$ cat src/rtl/shift_reg_sequencer_pkg.sv
// ---------------------------------------------------------------------------
// shift_reg_sequencer_pkg
//   Shared encodings for the 4-bit universal shift register control pins and
//   the sequencer state machine. MODO encodings live only here, so the
//   sequencer and anything modelling the register agree on them.
// ---------------------------------------------------------------------------
package shift_reg_sequencer_pkg;

  // Logic level used for DIR (left shift) and the idle value of S_IN.
  localparam logic LOW    = 1'b0;
  // ENB value that lets the shift register act on a clock edge.
  localparam logic ENABLE = 1'b1;

  // Shift-register MODO encodings.
  localparam logic [1:0] PARA_LOAD = 2'b00;
  localparam logic [1:0] SHIFT     = 2'b01;

  // Sequencer states.
  typedef enum logic [1:0] {
    SEQ_IDLE  = 2'd0,
    SEQ_LOAD  = 2'd1,
    SEQ_SHIFT = 2'd2,
    SEQ_CAPT  = 2'd3
  } seq_state_t;

endpackage

$ cat src/rtl/shift_reg_sequencer.sv
// ---------------------------------------------------------------------------
// shift_reg_sequencer
//   Accepts a load-and-shift command over a valid/ready handshake, drives a
//   4-bit universal shift register to parallel-load a word and shift it
//   CMD_CNT times, records every bit leaving through S_OUT, and reports the
//   final register contents with a one-cycle DONE pulse.
//
// Ports
//   CLK, RST_N        clock, synchronous active-low reset
//   CMD_VALID/READY   command handshake (accept on VALID & READY)
//   CMD_D/DIR/SIN/CNT word, direction, serial fill bit, shift count
//   ABORT             cancel the command in flight
//   ENB, DIR, S_IN,
//   MODO, D           shift-register control pins (owned exclusively here)
//   Q, S_OUT          shift-register state and outgoing serial bit
//   DONE              one-cycle completion pulse
//   Q_FINAL           register contents after the last shift
//   SER_BITS          shifted-out bits, first bit in [0]
// ---------------------------------------------------------------------------
module shift_reg_sequencer
  import shift_reg_sequencer_pkg::*;
#(
  parameter  int MAX_CNT = 7,
  localparam int CNT_W   = $clog2(MAX_CNT + 1)
) (
  input  logic             CLK,
  input  logic             RST_N,
  input  logic             CMD_VALID,
  output logic             CMD_READY,
  input  logic [3:0]       CMD_D,
  input  logic             CMD_DIR,
  input  logic             CMD_SIN,
  input  logic [CNT_W-1:0] CMD_CNT,
  input  logic             ABORT,
  output logic             ENB,
  output logic             DIR,
  output logic             S_IN,
  output logic [1:0]       MODO,
  output logic [3:0]       D,
  input  logic [3:0]       Q,
  input  logic             S_OUT,
  output logic             DONE,
  output logic [3:0]       Q_FINAL,
  output logic [MAX_CNT:0] SER_BITS
);

  seq_state_t state_reg, state_next;

  logic [3:0]         d_reg;
  logic               dir_reg;
  logic               sin_reg;
  logic [CNT_W-1:0]   rem_reg;     // shifts still to perform
  logic [CNT_W-1:0]   idx_reg;     // next SER_BITS position to fill
  logic [3:0]         q_final_reg;
  logic               done_reg;
  logic [MAX_CNT-1:0] ser_bits_reg;

  logic accept;
  logic shift_en;
  logic capt_en;
  logic done_next;

  // READY is forced low while reset is asserted so nothing is accepted on
  // the edge that is clearing the state.
  assign CMD_READY = (state_reg == SEQ_IDLE) & RST_N;
  assign accept    = CMD_VALID & CMD_READY;

  always_ff @(posedge CLK) begin
    if (!RST_N) begin
      state_reg <= SEQ_IDLE;
    end else begin
      state_reg <= state_next;
    end
  end

  // Next state plus pin decode. ENB/MODO depend on state only; the register
  // acts on the same edge that moves the sequencer to its next state.
  always_comb begin
    state_next = state_reg;
    ENB        = !ENABLE;
    MODO       = PARA_LOAD;
    shift_en   = 1'b0;
    capt_en    = 1'b0;
    done_next  = 1'b0;
    case (state_reg)
      SEQ_IDLE: begin
        if (accept) begin
          state_next = SEQ_LOAD;
        end
      end
      SEQ_LOAD: begin
        ENB = ENABLE;
        if (ABORT) begin
          state_next = SEQ_IDLE;
        end else if (rem_reg != '0) begin
          state_next = SEQ_SHIFT;
        end else begin
          state_next = SEQ_CAPT;
        end
      end
      SEQ_SHIFT: begin
        ENB  = ENABLE;
        MODO = SHIFT;
        // The register shifts on this edge even if ABORT is high, so the
        // departing bit is still recorded.
        shift_en = 1'b1;
        if (ABORT) begin
          state_next = SEQ_IDLE;
        end else if (rem_reg == CNT_W'(1)) begin
          state_next = SEQ_CAPT;
        end
      end
      SEQ_CAPT: begin
        state_next = SEQ_IDLE;
        if (!ABORT) begin
          capt_en   = 1'b1;
          done_next = 1'b1;
        end
      end
      default: begin
        state_next = SEQ_IDLE;
      end
    endcase
  end

  always_ff @(posedge CLK) begin
    if (!RST_N) begin
      d_reg       <= 4'd0;
      dir_reg     <= LOW;
      sin_reg     <= LOW;
      rem_reg     <= '0;
      idx_reg     <= '0;
      q_final_reg <= 4'd0;
      done_reg    <= 1'b0;
    end else begin
      done_reg <= done_next;
      if (accept) begin
        d_reg   <= CMD_D;
        dir_reg <= CMD_DIR;
        sin_reg <= CMD_SIN;
        rem_reg <= CMD_CNT;
        idx_reg <= '0;
      end else if (shift_en) begin
        rem_reg <= rem_reg - CNT_W'(1);
        idx_reg <= idx_reg + CNT_W'(1);
      end
      if (capt_en) begin
        q_final_reg <= Q;
      end
    end
  end

  // One capture flop per serial position; a count of MAX_CNT shifts fills
  // positions 0..MAX_CNT-1, so the top SER_BITS bit is never written.
  for (genvar gi = 0; gi < MAX_CNT; gi++) begin : g_ser
    always_ff @(posedge CLK) begin
      if (!RST_N) begin
        ser_bits_reg[gi] <= 1'b0;
      end else if (accept) begin
        ser_bits_reg[gi] <= 1'b0;
      end else if (shift_en && (idx_reg == CNT_W'(gi))) begin
        ser_bits_reg[gi] <= S_OUT;
      end
    end
  end

  assign DIR      = dir_reg;
  assign S_IN     = sin_reg;
  assign D        = d_reg;
  assign DONE     = done_reg;
  assign Q_FINAL  = q_final_reg;
  assign SER_BITS = {1'b0, ser_bits_reg};

endmodule

$ cat config.mk
export PLATFORM = sky130hd
export DESIGN_NAME = shift_reg_sequencer
export DESIGN_NICKNAME = d
export VERILOG_FILES = /design/src/rtl/shift_reg_sequencer_pkg.sv /design/src/rtl/shift_reg_sequencer.sv
export SDC_FILE = /design/constraint.sdc
export NUM_CORES = 1
export LEC_CHECK = 0
export ABC_CLOCK_PERIOD_IN_PS = 1400
export BUFFER_PORTS_ARGS = -buffer_cell sky130_fd_sc_hd__buf_2
export CORE_MARGIN = 3
export CORE_UTILIZATION = 44
export DETAILED_ROUTE_END_ITERATION = 6
export GPL_TIMING_DRIVEN = 0
export MAX_ROUTING_LAYER = met4
export PLACE_DENSITY_LB_ADDON = 0.12
export SETUP_SLACK_MARGIN = 0.1
export SYNTH_ARGS = -nofsm -noshare
export SYNTH_HDL_FRONTEND = slang
export SYNTH_SLANG_ARGS = --single-unit
$ cat constraint.sdc
create_clock -name CLK -period 1.4 [get_ports CLK]
set_input_delay 0.14 -clock CLK [delete_from_list [all_inputs] [get_ports CLK]]
set_output_delay 0.14 -clock CLK [all_outputs]
set_load 0.005 [all_outputs]
==> impl_results.md <==
* Crit-path max cell delay at 380 ps
* Clock Latency Late Sink at ~320 ps
* Int Power at roughly 0.0012 W
* Pwr dens at 935 nW/um2
* Seq pwr share at between 40 and 50%
* Post-DP HPWL at between 1500 and 2000 um
* Pin count of the biggest net entering global routing at 16
* Leakage at slightly above 0.8 nW
* CP required at approximately 1600 ps
* Layout cell share with drive strength beyond 1 at a little under half
* Die height at a little under 60 um
* Setup crit end kind: register
* Area growth from synthesis to layout at 38.9%
* DRT Pass-1 Iters at 4
* Critical path peak fanout at 6
* Seq. cell area at 527 um2
* Clk buf depth at 2
* DRC Markers at 0
* # fillers at roughly 220
* Switching power at between 0.0003 and 0.0004 W
* Worst path bufs/invs at 3
* Count of different cell masters after synthesis at 33
* Drt wl/cell at 13.1 um
* F_max at 767 MHz
* Crit path launch: state_reg[0]
* Max_cap viols at 0
* Area contributors post-synth: dfxtp_1, ha_1, mux2i_1
* Root Buffer: clkbuf_4
* Clock tree sinks at 26
* Multi-input logic area at just over 700 um2
* Combinational power share at between 10% and 20%
* Yosys warnings at 0
* Worst Hold Class: in -> reg
* Initial antenna violation count at 0
* ANT nets after route at 0
* Hold Fails Final Rpt at 0
* Synth Area per Inst at approximately 10 um2
* Synth top area share at about two fifths
* Row count at 18
* Fin Setup TNS at 0 ps
* CTS Buf Count at 3
* Total track usage at 16.3%
* Crit-path cells: inv_4 > ha_4 > buf_6 > buf_8 > nand3b_1 > mux2i_1 > nor2_1
* Min Clock Period, post-route at 1300 ps
* H-tree Lvls at 1
* Maximum VDD drop at roughly 0.00071 V
* Nets at between 200 and 250
* Number of flip-flops in the largest register at 7
* Sw Ratio at between 20 and 25%
* Vias in the first global route at between 1k and 1.5k
* DR vias at 1,041
* Post-synth top cells: dfxtp_1, nor2_1, ha_1
* Synthesized instance count at roughly 130
* Placer congestion estimate at 0.831
* WP data arrival at 1530 ps
* Worst hold slack at 19.2 ps
* Flops & latches, synth at 26
* IO Pins at about 40
* Port buffer count at 38
* Fin. max-slew vios at 0
* Period Utilization, post-route at approximately 93%
* Cell taking the most area after synthesis: dfxtp_1
* Status: complete, no violations
* RSZ-0062 raised after global routing: true
* Post-synth EDFFs at 0
* Top delay family on crit path: flip-flops
* Sequential area share after synthesis at approximately two fifths
* Ys flop type: dfxtp_1
* Asr flop ratio synth at 0%
* Worst setup path end: SER_BITS[0]
* Clock skew at 7.53 ps
* FF-to-FF Start: state_reg[0]
* GR Overflow Total at 0
* Count leader, synth: dfxtp_1
* Reg2reg end: SER_BITS[0]
* Mapped Area at ~1200 um2
* Die area at between 3000 and 4000 um2
* Initial Util at roughly half
* Global-route wire length before repair at 4270 um
* Core Region at about 2600 um2
* Vias per cell at roughly 5.0
* Clock slew at reported path FFs at 140 ps
* CTS tree: built
* Diodes inserted at 0
* Hold Path Depth at 2
* Final setup violation count at 0
* Max stage delay cell, worst path: dfxtp_2
* Die W at around 60 um
* Reg2Reg Depth at 7
* Setup CP Type: reg -> reg
* Element type at the critical path start: register
* Crit. path cell count at 7
* Clk pwr share at 31.4%
* Routed Wire Length at approximately 2700 um
* Reg2Reg Setup Slack at just under 100 ps
* Initial DRC Count at 27
worst min path at each step:
stage	from	to	slack (ps)
global placement	CMD_D[0]	D[0]	350
CTS	CMD_D[2]	D[2]	7
finish	CMD_D[2]	D[2]	20
floorplan	RST_N	DONE	260
detailed placement	CMD_D[2]	D[2]	360
global route	CMD_DIR	DIR	10
logic make-up after synthesis:
logic type	synth area share, %
multiplexers	10.0
AO/OA/AOI/OAI	11.6
AND/OR/NAND/NOR	14.6
flip-flops	41.7
XOR/XNOR	2.10
buffers and inverters	7.61
other	0.300
adder cells (fa/ha/maj)	12.0
cell usage in the layout, fill, tap and decap left out, types with 2 or more instances in the layout:
cell and n:
nand2_2 3, buf_4 11, inv_4 2, dfxtp_2 2, a21oi_1 3, nor2_1 15, nand3_1 4, ha_4 3
conb_1 2, buf_6 8, a211oi_1 2, nand2_1 4, buf_2 36, clkbuf_4 3, inv_1 4, ha_1 9
nor2b_4 2, dfxtp_1 23, nand3b_1 3, a22o_1 6, mux2i_1 11, inv_2 3
through the flow:
step / area [um2] / power [W] / worst slack [ps] / utilization, % / instances
global route: 1730 / 0.00171 / 27.6 / 67.0 / 209
global placement: 1480 / 0.00103 / 43.7 / 57.2 / 194
CTS: 1630 / 0.00160 / 80.9 / 63.1 / 207
floorplan: 1250 / 0.000948 / 106 / - / 126
detailed placement: 1480 / 0.00103 / 6.55 / 57.2 / 194
finish: 1730 / 0.00162 / 96.1 / 67.0 / 209
per-layer routing:
layer / track usage, % / wire [um]
met2: 27.8 / 1400
met5: - / 0
met3: 1.96 / 115
met1: 18.4 / 1150
met4: 8.74 / 81
cell type report:
| type | count | area share, % |
|---|---|---|
| inverters | 9 | 2.24 |
| well taps | 30 | 2.16 |
| clock inverters | 1 | 1.73 |
| clock buffers | 3 | 1.30 |
| repair buffers | 49 | 16.9 |
| flip-flops and latches | 26 | 30.4 |
| multi-input cells | 84 | 41.0 |
| plain buffers | 7 | 4.33 |
power groups by stage:
stage / clock (W) / sequential (W) / combinational (W)
after global routing: 0.000559 / 0.000797 / 0.000351
final: 0.000509 / 0.000793 / 0.000320
after detailed placement: 0 / 0.000807 / 0.000228
after global placement: 0 / 0.000805 / 0.000221
after floorplan: 0 / 0.000805 / 0.000142
after CTS: 0.000531 / 0.000792 / 0.000280
repair_timing:
action                     4_1_cts  5_1_grt
setup endpoints to repair       17       20
buffers inserted                 9        2
gates resized for setup          9       21
hold buffers                     0        0
pin swaps                        1        5
No activity file was read; power rests on OpenSTA's default activity.
